**config.mk**
```make
export PLATFORM = sky130hd
export DESIGN_NAME = deco_frame_buf_flat
export DESIGN_NICKNAME = d
export VERILOG_FILES = /design/src/rtl/deco_frame_buf_if.sv /design/src/rtl/deco_frame_buf.sv /design/src/flat_wrapper.sv
export SDC_FILE = /design/constraint.sdc
export NUM_CORES = 1
export LEC_CHECK = 0
export CORE_MARGIN = 3
export CORE_UTILIZATION = 41
export DETAILED_ROUTE_END_ITERATION = 10
export PLACE_DENSITY_LB_ADDON = 0.1
export SKIP_LAST_GASP = 1
export SLEW_MARGIN = 5
export SYNTH_ARGS = -nofsm -noshare
export SYNTH_HDL_FRONTEND = slang
export SYNTH_SLANG_ARGS = --single-unit
```
**constraint.sdc**
```tcl
create_clock -name clk_p_i -period 3.7 [get_ports clk_p_i]
set_clock_uncertainty 0.2 [all_clocks]
set_input_delay 1.11 -clock clk_p_i [delete_from_list [all_inputs] [get_ports clk_p_i]]
set_output_delay 1.11 -clock clk_p_i [all_outputs]
set_load 0.02 [all_outputs]
```
**src/rtl/deco_frame_buf_if.sv**
```systemverilog
// deco_frame_buf_if
//   Bundles the turbo-decoder front-end signals: the beat stream
//   (start_i/data_i), the frame hand-off port (frm_valid_o/frm_data_o/
//   frm_ready_i), the result path (res_valid_i/res_data_i -> data_o/done_o)
//   and the error reporting pair (err_o/err_cnt_o).
//   Signal suffixes are given from the frame buffer's point of view.
//   modport slave  : the frame buffer itself
//   modport master : the environment driving it (source + decoder core)
interface deco_frame_buf_if #(
  parameter int DATA_W = 21,
  parameter int BEATS  = 4,
  parameter int RES_W  = 5
);
  localparam int FRAME_W = DATA_W * BEATS;

  logic               start_i;
  logic [DATA_W-1:0]  data_i;
  logic               frm_valid_o;
  logic [FRAME_W-1:0] frm_data_o;
  logic               frm_ready_i;
  logic               res_valid_i;
  logic [RES_W-1:0]   res_data_i;
  logic [RES_W-1:0]   data_o;
  logic               done_o;
  logic               err_o;
  logic [7:0]         err_cnt_o;

  modport slave (
    input  start_i, data_i, frm_ready_i, res_valid_i, res_data_i,
    output frm_valid_o, frm_data_o, data_o, done_o, err_o, err_cnt_o
  );

  modport master (
    output start_i, data_i, frm_ready_i, res_valid_i, res_data_i,
    input  frm_valid_o, frm_data_o, data_o, done_o, err_o, err_cnt_o
  );
endinterface

```
**src/rtl/deco_frame_buf.sv**
```systemverilog
// deco_frame_buf
//   Turbo-decoder front end. Assembles BEATS-beat frames from the
//   start_i/data_i stream (beat 0 in the LSBs), queues up to DEPTH complete
//   frames and offers the oldest on a valid/ready port. Core results are
//   registered onto data_o with a one-cycle done_o pulse.
// Ports
//   clk_p_i   : clock, rising edge
//   reset_n_i : asynchronous active-low reset
//   bus       : deco_frame_buf_if.slave (beat stream, frame port,
//               result path, error pulse and saturating error count)
// Build option
//   DECO_FRAME_ERR_EN : when defined, short frames and FIFO-full drops pulse
//   err_o and bump err_cnt_o; otherwise both are tied to zero and such
//   frames are discarded silently.
module deco_frame_buf #(
  parameter int DATA_W = 21,
  parameter int BEATS  = 4,
  parameter int DEPTH  = 4,
  parameter int RES_W  = 5
) (
  input  logic            clk_p_i,
  input  logic            reset_n_i,
  deco_frame_buf_if.slave bus
);
  localparam int FRAME_W = DATA_W * BEATS;
  localparam int CNT_W   = (BEATS > 1) ? $clog2(BEATS) : 1;
  localparam int PTR_W   = $clog2(DEPTH);
  localparam int OCC_W   = PTR_W + 1;

  typedef enum logic [1:0] {IDLE, CAP, WAIT_LOW} state_t;

  state_t             state_q, state_d;
  logic [CNT_W-1:0]   cnt_q, cnt_d;
  logic [FRAME_W-1:0] frame_q, frame_d;
  logic [FRAME_W-1:0] frame_ins;
  logic               commit;

  logic [FRAME_W-1:0] mem_q [DEPTH];
  logic [PTR_W-1:0]   wr_ptr_q, rd_ptr_q;
  logic [OCC_W-1:0]   occ_q;
  logic               fifo_full, fifo_valid, pop, push;

  logic [RES_W-1:0]   data_q;
  logic               done_q;

  // Partial frame with the current beat dropped into slot cnt_q. The commit
  // path writes this straight into the FIFO so the last beat costs no cycle.
  always_comb begin
    frame_ins = frame_q;
    for (int k = 0; k < BEATS; k++) begin
      if (cnt_q == CNT_W'(k)) frame_ins[k*DATA_W +: DATA_W] = bus.data_i;
    end
  end

  always_ff @(posedge clk_p_i or negedge reset_n_i) begin
    if (!reset_n_i) begin
      state_q <= IDLE;
      cnt_q   <= '0;
      frame_q <= '0;
    end else begin
      state_q <= state_d;
      cnt_q   <= cnt_d;
      frame_q <= frame_d;
    end
  end

  always_comb begin
    state_d = state_q;
    cnt_d   = cnt_q;
    frame_d = frame_q;
    commit  = 1'b0;
    case (state_q)
      IDLE: begin
        if (bus.start_i) begin
          frame_d = frame_ins;
          if (BEATS == 1) begin
            commit  = 1'b1;
            state_d = WAIT_LOW;
          end else begin
            cnt_d   = CNT_W'(1);
            state_d = CAP;
          end
        end
      end
      CAP: begin
        if (bus.start_i) begin
          frame_d = frame_ins;
          if (cnt_q == CNT_W'(BEATS - 1)) begin
            commit  = 1'b1;
            cnt_d   = '0;
            state_d = WAIT_LOW;
          end else begin
            cnt_d = cnt_q + CNT_W'(1);
          end
        end else begin
          // Short frame: abandon the partial beats.
          cnt_d   = '0;
          state_d = IDLE;
        end
      end
      WAIT_LOW: begin
        // Extra strobe cycles after the last beat are hold cycles.
        if (!bus.start_i) state_d = IDLE;
      end
      default: state_d = IDLE;
    endcase
  end

  // Frame FIFO. A pop frees the slot in the same cycle, so a commit into a
  // full FIFO is accepted when the core is taking the head.
  assign fifo_valid = (occ_q != '0);
  assign fifo_full  = (occ_q == OCC_W'(DEPTH));
  assign pop        = fifo_valid && bus.frm_ready_i;
  assign push       = commit && (!fifo_full || pop);

  always_ff @(posedge clk_p_i) begin
    if (push) mem_q[wr_ptr_q] <= frame_ins;
  end

  always_ff @(posedge clk_p_i or negedge reset_n_i) begin
    if (!reset_n_i) begin
      wr_ptr_q <= '0;
      rd_ptr_q <= '0;
      occ_q    <= '0;
    end else begin
      if (push) wr_ptr_q <= wr_ptr_q + PTR_W'(1);
      if (pop)  rd_ptr_q <= rd_ptr_q + PTR_W'(1);
      case ({push, pop})
        2'b10:   occ_q <= occ_q + OCC_W'(1);
        2'b01:   occ_q <= occ_q - OCC_W'(1);
        default: occ_q <= occ_q;
      endcase
    end
  end

  assign bus.frm_valid_o = fifo_valid;
  // Storage is not reset; masking keeps the head at zero whenever empty.
  assign bus.frm_data_o  = fifo_valid ? mem_q[rd_ptr_q] : '0;

  // Result path.
  always_ff @(posedge clk_p_i or negedge reset_n_i) begin
    if (!reset_n_i) begin
      data_q <= '0;
      done_q <= 1'b0;
    end else begin
      done_q <= bus.res_valid_i;
      if (bus.res_valid_i) data_q <= bus.res_data_i;
    end
  end

  assign bus.data_o = data_q;
  assign bus.done_o = done_q;

`ifdef DECO_FRAME_ERR_EN
  logic       short_frame, drop, err_q;
  logic [7:0] err_cnt_q;

  assign short_frame = (state_q == CAP) && !bus.start_i;
  assign drop        = commit && fifo_full && !pop;

  always_ff @(posedge clk_p_i or negedge reset_n_i) begin
    if (!reset_n_i) begin
      err_q     <= 1'b0;
      err_cnt_q <= '0;
    end else begin
      err_q <= short_frame || drop;
      if ((short_frame || drop) && (err_cnt_q != 8'hFF)) err_cnt_q <= err_cnt_q + 8'd1;
    end
  end

  assign bus.err_o     = err_q;
  assign bus.err_cnt_o = err_cnt_q;
`else
  assign bus.err_o     = 1'b0;
  assign bus.err_cnt_o = '0;
`endif
endmodule

```
**src/flat_wrapper.sv**
```systemverilog
// flat-port wrapper written by rule: the top's interface ports become plain ports
module deco_frame_buf_flat 
#(
  parameter int DATA_W = 21,
  parameter int BEATS  = 4,
  parameter int DEPTH  = 4,
  parameter int RES_W  = 5
)
  (clk_p_i, reset_n_i, bus_start_i, bus_data_i, bus_frm_ready_i, bus_res_valid_i, bus_res_data_i, bus_frm_valid_o, bus_frm_data_o, bus_data_o, bus_done_o, bus_err_o, bus_err_cnt_o);
  deco_frame_buf_if #(.DATA_W(DATA_W), .BEATS(BEATS), .RES_W(RES_W)) bus_i ();
  input  logic clk_p_i;
  input  logic reset_n_i;
  input wire logic [$bits(bus_i.start_i)-1:0] bus_start_i;
  input wire logic [$bits(bus_i.data_i)-1:0] bus_data_i;
  input wire logic [$bits(bus_i.frm_ready_i)-1:0] bus_frm_ready_i;
  input wire logic [$bits(bus_i.res_valid_i)-1:0] bus_res_valid_i;
  input wire logic [$bits(bus_i.res_data_i)-1:0] bus_res_data_i;
  output wire logic [$bits(bus_i.frm_valid_o)-1:0] bus_frm_valid_o;
  output wire logic [$bits(bus_i.frm_data_o)-1:0] bus_frm_data_o;
  output wire logic [$bits(bus_i.data_o)-1:0] bus_data_o;
  output wire logic [$bits(bus_i.done_o)-1:0] bus_done_o;
  output wire logic [$bits(bus_i.err_o)-1:0] bus_err_o;
  output wire logic [$bits(bus_i.err_cnt_o)-1:0] bus_err_cnt_o;
  assign bus_i.start_i = bus_start_i;
  assign bus_i.data_i = bus_data_i;
  assign bus_i.frm_ready_i = bus_frm_ready_i;
  assign bus_i.res_valid_i = bus_res_valid_i;
  assign bus_i.res_data_i = bus_res_data_i;
  assign bus_frm_valid_o = bus_i.frm_valid_o;
  assign bus_frm_data_o = bus_i.frm_data_o;
  assign bus_data_o = bus_i.data_o;
  assign bus_done_o = bus_i.done_o;
  assign bus_err_o = bus_i.err_o;
  assign bus_err_cnt_o = bus_i.err_cnt_o;
  deco_frame_buf #(.DATA_W(DATA_W), .BEATS(BEATS), .DEPTH(DEPTH), .RES_W(RES_W)) u_core (.clk_p_i(clk_p_i), .reset_n_i(reset_n_i), .bus(bus_i));
endmodule
```
# Word level (Yosys, flattened, before mapping)
# Memory sizes are Yosys's and may differ from the RTL's.
# Index checks and enable logic that the tools add are counted.
[word_totals] register_bits=101 mem_bits_rw=336 input_bits=31 output_inout_bits=100 wordCells=57 mem_count=1
[mem_list] memory="u_core.mem_q" depth=4 word_bits=84 read_ports=1 rd_ports_with_merged_regs=0 write_ports=1 line_no="deco_frame_buf.sv:38" source="logic [FRAME_W-1:0] mem_q [DEPTH];"
[op_classes] addsub=5 eq_ne=11 mux=19 n_reduce_logical=13
[ops] cell="2-to-1 mux 21 bit" n=4
[ops] cell="2-to-1 mux 84 bit" n=1
[ops] cell="2-to-1 mux 2 bit" n=6
[ops] cell="equality test 2 bit, second input constant" n=4
[ops] cell="adder 2 x 1 -> 2 bit, second input constant" n=3
[ops] cell="equality test 2 x 1 -> 1 bit, second input constant" n=3
[ops] cell="case mux 2 bit (3 select lines)" n=1
[ops] cell="case mux 3 bit (2 select lines)" n=1
[ops] cell="2-to-1 mux 1 bit" n=5
[ops] cell="logical NOT 2 bit" n=2
[ops] cell="!= test 2 bit, second input constant" n=2
[ops] cell="case mux 2 bit (2 select lines)" n=1
[ops] cell="AND reduction 2 bit" n=2
[ops] cell="nonzero test 2 bit" n=2
[ops] cell="adder 3 x 1 -> 3 bit, second input constant" n=1
[ops] cell="equality test 3 bit, second input constant" n=1
[ops] cell="!= test 3 x 2 -> 1 bit, second input constant" n=1
[ops] cell="AND reduction 3 bit" n=1
[ops] cell="nonzero test 3 bit" n=1
[ops] cell="subtractor 3 x 1 -> 3 bit, second input constant" n=1
[ops] cell="logical AND 1 bit" n=2
[ops] cell="OR reduction 2 bit" n=1
[ops] cell="logical NOT 1 bit" n=1
[ops] cell="logical OR 1 bit" n=1

# Logic depth before layout (Yosys ltp)
# Gate-level depths: netlist of the first run.
[depth] depth_word=7 depth_mapped=11 ltp_nobuf=10

# Worst setup path before layout of the first run
# Ideal clock, no wire load.
[synth_path] kind="input -> register" start="input port bus_start_i" end="memory u_core.mem_q[0][0] (netlist bit) (enable)" setup_ps=452 t_arrival_ps=3631 required_ps=3048 path_slack_ps=-582 path_stages=4 n_path_buf=1 cell_sequence="nand2b_1 -> buf_2 -> nor3_2 -> and2_1"
[synth_between] elab_chain_cells=5
[synth_rtl] item="start, declared" line_no="flat_wrapper.sv:13" source="input wire logic [$bits(bus_i.start_i)-1:0] bus_start_i;"
[synth_rtl] item="2-to-1 mux 1 bit" line_no="deco_frame_buf.sv:86" source="if (bus.start_i) begin"
[synth_rtl] item="2-to-1 mux 1 bit" line_no="deco_frame_buf.sv:72" source="case (state_q)"
[synth_rtl] item="logical AND 1 bit" line_no="deco_frame_buf.sv:114" source="assign push = commit && (!fifo_full || pop);"
[synth_rtl] item="2-to-1 mux 1 bit" line_no="deco_frame_buf.sv:117" source="if (push) mem_q[wr_ptr_q] <= frame_ins;"
[synth_rtl] item="2-to-1 mux 1 bit (implied by the code)" line_no="deco_frame_buf.sv:117"
[synth_rtl] item="end, declared" line_no="deco_frame_buf.sv:38"
# Every way passes these cells.

# Worst setup path in the final report of the first run
[layout_path] start="register u_core.rd_ptr_q[0]" end="output port bus_frm_data_o[72]"
[layout_between] elab_chain_cells=2
[layout_rtl] item="start, declared" line_no="deco_frame_buf.sv:39" source="logic [PTR_W-1:0] wr_ptr_q, rd_ptr_q;"
[layout_rtl] item="start signal, assigned" line_no="deco_frame_buf.sv:127" source="if (pop) rd_ptr_q <= rd_ptr_q + PTR_W'(1);"
[layout_rtl] item="memory read (4 x 84 bit)"
[layout_rtl] item="2-to-1 mux 84 bit" line_no="deco_frame_buf.sv:138" source="assign bus.frm_data_o = fifo_valid ? mem_q[rd_ptr_q] : '0;"
[layout_rtl] item="end, declared" line_no="flat_wrapper.sv:19" source="output wire logic [$bits(bus_i.frm_data_o)-1:0] bus_frm_data_o;"
# Every way passes these cells.

==> results of run 1 <==
==> state kept, by name (all words and copies together), names as in the netlist <==
name and flops:
u_core.bus.data_o 5, u_core.bus.done_o 1, u_core.cnt_q 2, u_core.frame_q 84
u_core.mem_q 336, u_core.occ_q 3, u_core.rd_ptr_q 2, u_core.state_q 2
u_core.wr_ptr_q 2
==> cells in the mapped netlist (all sizes together) <==
master    n
ha        9
mux2    174
nor3      1
inv       8
nand2b    1
o21ai     2
mux4     84
nor2b     3
fa        1
nor4b     1
conb      1
nand3     2
clkbuf   10
and2     89
nand2     3
xnor2     3
or3       1
nor2      2
buf      46
dfrtp   101
xor2      3
edfxtp  336
a21oi     2
mux2i     1
==> worst max path at each step <==
stage / slack (ns) / end / from / cells past startpoint
CTS: -0.10 / bus_frm_data_o[65] / u_core.occ_q[1] / 4
global placement: 0.06 / u_core.occ_q[2] / bus_frm_ready_i / 10
global route: -0.11 / bus_frm_data_o[72] / u_core.rd_ptr_q[0] / 5
floorplan: 0.33 / u_core.mem_q[0][0] / bus_start_i / 4
finish: -0.002 / bus_frm_data_o[72] / u_core.rd_ptr_q[0] / 5
detailed placement: 0.10 / u_core.occ_q[2] / bus_frm_ready_i / 10
==> cell type report <==
type / instances / share of cell area, %
Sequential cell: 437 / 58.7
Multi-Input combinational cell: 391 / 22.1
Timing Repair Buffer: 196 / 9.09
Clock buffer: 63 / 5.84
Tap cell: 577 / 3.36
Clock inverter: 21 / 0.722
Inverter: 8 / 0.140
==> cells by family (layout without fill, tap and decap cells) <==
logic type                 count (synthesis)  after routing  synth area share, %
and+or+nand+nor                          103            103                 3.58
AOI/OAI and AO/OA                          4              4                0.113
muxes                                    259            259                 21.8
other                                      1              9               0.0211
xor gates and xnor gates                   6              6                0.296
buffers and inverters                     64            288                 2.31
DFF                                      437            437                 71.1
adders and majority gates                 10             10                0.748
==> power by group <==
group          leakage, nW  switching (mW)  total [mW]  internal [mW]
clock network        0.691            1.81        4.32           2.51
registers             4.24           0.283        6.66           6.37
logic                 2.77            3.09        6.12           3.03
==> stage by stage <==
step                power [mW]  utilization (%)  std cells  hold slack, ns
finish                    17.1             50.8       1693           0.297
global route              18.0             50.8       1693           0.311
CTS                       17.3             50.8       1679           0.299
global placement          13.1             47.4       1587           0.280
detailed placement        13.2             47.4       1587           0.286
floorplan                 10.7                -        892           0.247
==> worst max-delay path, delay by kind of cell (launching register included) <==
kind / cells / cell delay [ns]
flops: 1 / 0.48
mux: 1 / 0.48
simple gates: 1 / 0.16
buf+inv: 3 / 0.72
==> timing repair <==
action,4_1_cts,5_1_grt
setup buffers,7,13
hold buffers,0,0
resized for setup,87,103
hold endpoints to repair,0,0
gates cloned,1,1
endpoints found under the setup margin,85,75
==> metal layers <==
metal	track usage (%)	share of wire (%)	vias to the layer above
li1	-	-	3832
met1	21.7	43	4457
met2	29.4	52	127
met3	2.82	3.1	46
met4	4.04	1.7	0
met5	0	0	-
==> impl_results.md, run 1 <==
* Final critical-path required period at 3.70 ns
* Antenna violations before repair at 0
* Cell area power density at 795 mW/mm²
* Antenna violation net count after detailed routing at 0
* Pin count of the biggest net entering global routing at 87
* Bufs on Longest Clock Path at 3
* Mean routed wirelength per cell at 22.3 µm
* CTS Root Cell: sky130_fd_sc_hd__clkbuf_16
* P&R area growth vs syn at 21.2%
* Die area at 0.0458 mm²
* Number of diodes at 0
* CP Max Fanout at 7
* Hold path endpoint: u_core.occ_q[2]
* Global-route wire length before repair at 58100 µm
* Number of max-cap violations at 0
* Status: finished with violations
* Leakage power at 7.70 nW
* Average cell area after synthesis at 20.1 µm²
* Floorplan row count at 75
* CTS tree: done
* WP data arrival at 2.39 ns
* Register-to-Register Path Depth at 5
* Detailed placer's ending HPWL at 23600 µm
* Total count of max-transition violations in the final report at 0
* Violation count after the first detailed-routing iteration at 392
* Headroom to the max-slew limit at 52.7%
* Area of combinational cells with multiple inputs at 0.00475 mm²
* Required time of the worst setup path at 2.39 ns
* Seq. cell area at 0.0126 mm²
* Endpoint type of the worst setup path: output port
* Total wire length after detailed routing at 37700 µm
* Top-area cell type share of the netlist area at 56.9%
* Stage delay of the slowest cell on the critical path at 0.48 ns
* RSZ-0062 raised after global routing: true
* Total congestion overflow after global routing at 0
* Total number of H-tree levels at 2
* Via count normalized by instance count at 5.00
* Via count of the first global-routing pass at 9216
* Layout net count at 1121
* Top cells by area, synth: sky130_fd_sc_hd__edfxtp_1 (57%), sky130_fd_sc_hd__dfrtp_1 (14%), sky130_fd_sc_hd__mux2_2 (11%)
* Hold violation count in the final report at 0
* Die Y-Extent at 214 µm
* Synthesized instance count at 884
* Horizontal extent of the die at 214 µm
* Type of the setup path with the least slack: reg2out
* Setup-failing EPs final at 1
* Clock latency at the later pin of the worst-skew pair at 0.54 ns
* Most frequent cells in the layout: sky130_fd_sc_hd__edfxtp_1 (336), sky130_fd_sc_hd__mux2_2 (174), sky130_fd_sc_hd__dfrtp_1 (99)
* Cell accounting for the most synthesized area: sky130_fd_sc_hd__edfxtp_1
* Placeable core region at 0.0423 mm²
* Synthesis Warnings at 0
* Boundary pin count at 131
* Portion of the post-synthesis area used by sequential elements at 71.1%
* Reg2reg start: u_core.cnt_q[0]
* DR vias at 8462
* Starting utilization of the core area at 41.9%
* Worst-margin pin slew at 0.709 ns
* Count of cells along the worst hold path at 1
* Register bit total from synthesis at 437
* Worst setup slack after layout at -0.00167 ns
* Worst R2R Setup Slack at 1.21 ns
* Buffers on Ports at 121
* Endpoint of the worst-slack reg-to-reg timing path: u_core.frame_q[58]
* GRT Overall Usage at 16.7%
* Maximum clock rate at 270 MHz
* Share of final-layout standard cells stronger than drive strength 1 at 40.2%
* Number of fill cells in the layout at 3508
* Number of buffers created by CTS at 46
* Routability Congestion at 0.666
* Master of the slowest instance on the critical path: sky130_fd_sc_hd__dfrtp_4
* Post-route setup TNS at -0.00167 ns
* Drc violations at 0
* CTS sink cnt at 437
* Clock edge transition at the registers on the reported setup and hold paths at 0.06 ns
* Final worst path period share at 100%
* Number of optimization iterations in the first detailed-route pass at 4
* Final Instance Area at 0.0215 mm²
* Peak VDD IR at 0.000462 V
* Placement-stage cell area at 0.0201 mm²
* Kind of launch point of the worst setup path: flip-flop
* Number of distinct library cells after synthesis at 28
* Worst Min Path Start: u_core.occ_q[2]
* Post-placement setup slack at 0.105 ns
* Combined area of all synthesized cells at 0.0177 mm²
* Class of the tightest hold or removal check: reg2reg
* CP cell instances: buf_12 > bufbuf_16 > mux4_2 > and2_1 > clkdlybuf4s15_1
* Violated checks: setup timing
* Leading cell type in the layout, fill and taps excluded: sky130_fd_sc_hd__edfxtp_1
(Power assumes the default switching activity.)
==> inputs of run 2 (changes only) <==
- CORE_UTILIZATION: 41 -> 30
- SETUP_SLACK_MARGIN: unset -> 0.02
==> run 2 against run 1 <==
  * The run now ends clean
  * Clock-buffer cell count down 5
  * Sequential power about the same
  * Routed wire length rose by 13%
  * Worst hold slack gained 0.0016 ns
  * Non-clock buffer count decreased by 16
  * Combinational power rose by 3%
  * Flip-flop and latch count is the same
  * Global-route usage shrank 3.2 points
  * Cell area rose by 1.4%
==> impl_results.md, run 2 (synthesis gave the netlist of run 1 again) <==
* Status: complete, no violations
* Peak VDD IR at 0.000478 V (+3.3%)
* Bufs on Longest Clock Path at 3 (unchanged)
* Area of combinational cells with multiple inputs at 0.00475 mm² (unchanged)
* DR vias at 8608 (+1.7%)
* Placeable core region at 0.0581 mm² (+37%)
* Detailed placer's ending HPWL at 24100 µm (+2.1%)
* Number of max-cap violations at 0 (unchanged)
* Hold violation count in the final report at 0 (unchanged)
* WP data arrival at 2.38 ns (about the same)
* Drc violations at 0 (unchanged)
* Largest register FFs at 336 (unchanged)
* Largest Register: u_core.mem_q
* Maximum clock rate at 271 MHz (+0.43%)
* Required time of the worst setup path at 2.39 ns (about the same)
* Post-route setup TNS at 0 ns (+0.00167 ns)
* Number of buffers created by CTS at 49 (+6.5%)
* Pin count of the biggest net entering global routing at 87 (unchanged)
* Total count of max-transition violations in the final report at 0 (unchanged)
* Layout net count at 1108 (-1.2%)
* Routability Congestion at 0.669 (+0.47%)
* Worst setup path start: u_core.rd_ptr_q[0]
* Starting utilization of the core area at 30.5% (-11 points)
* Final critical-path required period at 3.69 ns (-0.0159 ns)
* Total congestion overflow after global routing at 0 (unchanged)
* Boundary pin count at 131 (unchanged)
* Via count of the first global-routing pass at 9311 (+1.0%)
* CTS sink cnt at 437 (unchanged)
* Most frequent cells in the layout: sky130_fd_sc_hd__edfxtp_1 (336), sky130_fd_sc_hd__mux2_2 (174), sky130_fd_sc_hd__dfrtp_1 (99)
* Die area at 0.0621 mm² (+36%)
* Antenna violation net count after detailed routing at 0 (unchanged)
* Dpl cells at 1752 (+10%)
* Headroom to the max-slew limit at 58.4% (+5.6 points)
* Number of fill cells in the layout at 5381 (+53%)
* Cell area power density at 822 mW/mm² (+3.4%)
* Seq. cell area at 0.0126 mm² (unchanged)
* Setup-failing EPs final at 0 (-1)
* Global-route wire length before repair at 62500 µm (+7.5%)
* Total wire length after detailed routing at 42400 µm (+13%)
* Kind of launch point of the worst setup path: flip-flop
* Die Y-Extent at 249 µm (+16%)
* Number of optimization iterations in the first detailed-route pass at 4 (unchanged)
* P&R area growth vs syn at 22.9%
* Reg2reg start: u_core.occ_q[1]
* Type of the setup path with the least slack: reg2out
* Class of the tightest hold or removal check: reg2reg
* Floorplan row count at 88 (+17%)
* Final hold slack at 0.298 ns (+0.00165 ns)
* Leading cell type in the layout, fill and taps excluded: sky130_fd_sc_hd__edfxtp_1
* Worst-margin pin slew at 0.625 ns (-0.0847 ns)
* GRT Overall Usage at 13.5% (-3.2 points)
* CP Max Fanout at 6 (-1)
* Mean routed wirelength per cell at 22.6 µm (+1.7%)
* Violation count after the first detailed-routing iteration at 418 (+6.6%)
* Total number of H-tree levels at 2 (unchanged)
* RSZ-0062 raised after global routing: true
* Via count normalized by instance count at 4.60 (-8.1%)
* Worst Min Path Start: u_core.frame_q[67]
* Clock edge transition at the registers on the reported setup and hold paths at 0.06 ns (about the same)
* Buffers on Ports at 121 (unchanged)
* Endpoint type of the worst setup path: output port
* Post-route insts no fill at 1873 (+11%)
* Final worst path period share at 99.6% (-0.43 points)
* CTS Root Cell: sky130_fd_sc_hd__clkbuf_16
* Antenna violations before repair at 0 (unchanged)
* Clock latency at the later pin of the worst-skew pair at 0.57 ns (+0.03 ns)
* Horizontal extent of the die at 249 µm (+16%)
* CTS tree: done
* Leakage power at 7.69 nW (about the same)
* Share of final-layout standard cells stronger than drive strength 1 at 43.2% (+2.9 points)
[run 2: cell types whose count changed in the layout (fill, tap and decap cells not counted), moves of 7 or more]
cell                            before  now
sky130_fd_sc_hd__clkbuf_1           14    5
sky130_fd_sc_hd__buf_4              45   27
sky130_fd_sc_hd__dlygate4sd2_1      25    6
sky130_fd_sc_hd__clkbuf_16          48   55
sky130_fd_sc_hd__clkbuf_2           41   73
[run 2: power breakdown]
group | switching, mW | internal, mW
Clock | 1.95 | 3.02
Combinational | 3.27 | 3.04
Sequential | 0.269 | 6.37
Total | 5.48 | 12.4
[run 2: repair_timing]
| item | 4_1_cts | 5_1_grt |
|---|---|---|
| endpoints found under the setup margin | 85 | 74 |
| hold buffers | 0 | 0 |
| endpoints found under the hold margin | 0 | 0 |
| gates resized for setup | 88 | 161 |
| gates cloned | 2 | 5 |
| buffers inserted | 2 | 20 |
[run 2: area by class of cell]
type / instances / share of cell area (%)
timing repair buffer: 180 / 8.08
antenna: 1 / 0.0115
tap: 765 / 4.39
inverter: 8 / 0.138
sequential: 437 / 57.9
multi-input combinational: 391 / 21.8
clock inverter: 33 / 1.61
clock buffer: 58 / 6.02
[run 2: worst max-delay path, stage by stage, from the launching register on]
cell and delay [ns]:
sky130_fd_sc_hd__dfrtp_4 0.53, sky130_fd_sc_hd__clkbuf_16 0.19, sky130_fd_sc_hd__buf_4 0.13, sky130_fd_sc_hd__mux4_2 0.45
sky130_fd_sc_hd__and2_1 0.18, sky130_fd_sc_hd__dlygate4sd2_1 0.32
[run 2: per-stage QoR]
| stage | total power [mW] | cell area, µm² | setup WS [ns] | util (%) |
|---|---|---|---|---|
| finish | 17.9 | 21800 | 0.0142 | 37.5 |
| detailed placement | 13.2 | 20000 | 0.204 | 34.5 |
| CTS | 18.0 | 21700 | -0.192 | 37.3 |
| floorplan | 10.7 | 17800 | 0.330 | - |
| global route | 18.9 | 21800 | -0.0599 | 37.5 |
| global placement | 13.1 | 20000 | 0.237 | 34.5 |
[run 2: routing by layer]
layer	up-vias	global-route usage [%]	wire [µm]
met5	-	0	0
met3	58	2.41	1500
met1	4574	17.5	19000
li1	3821	-	-
met4	0	3.73	889
met2	155	23.3	21000
[run 2: worst paths after layout]
path | to | slack [ns] | cells past startpoint
hold / removal | u_core.frame_q[67] | 0.30 | 1
setup / recovery | bus_frm_data_o[62] | 0.01 | 5
setup reg to reg | u_core.occ_q[1] | 1.20 | 7
max in group asynchronous | u_core.frame_q[30] | 2.26 | 2
hold reg to reg | u_core.frame_q[67] | 0.30 | 1
min in group asynchronous | u_core.frame_q[82] | 0.34 | 1
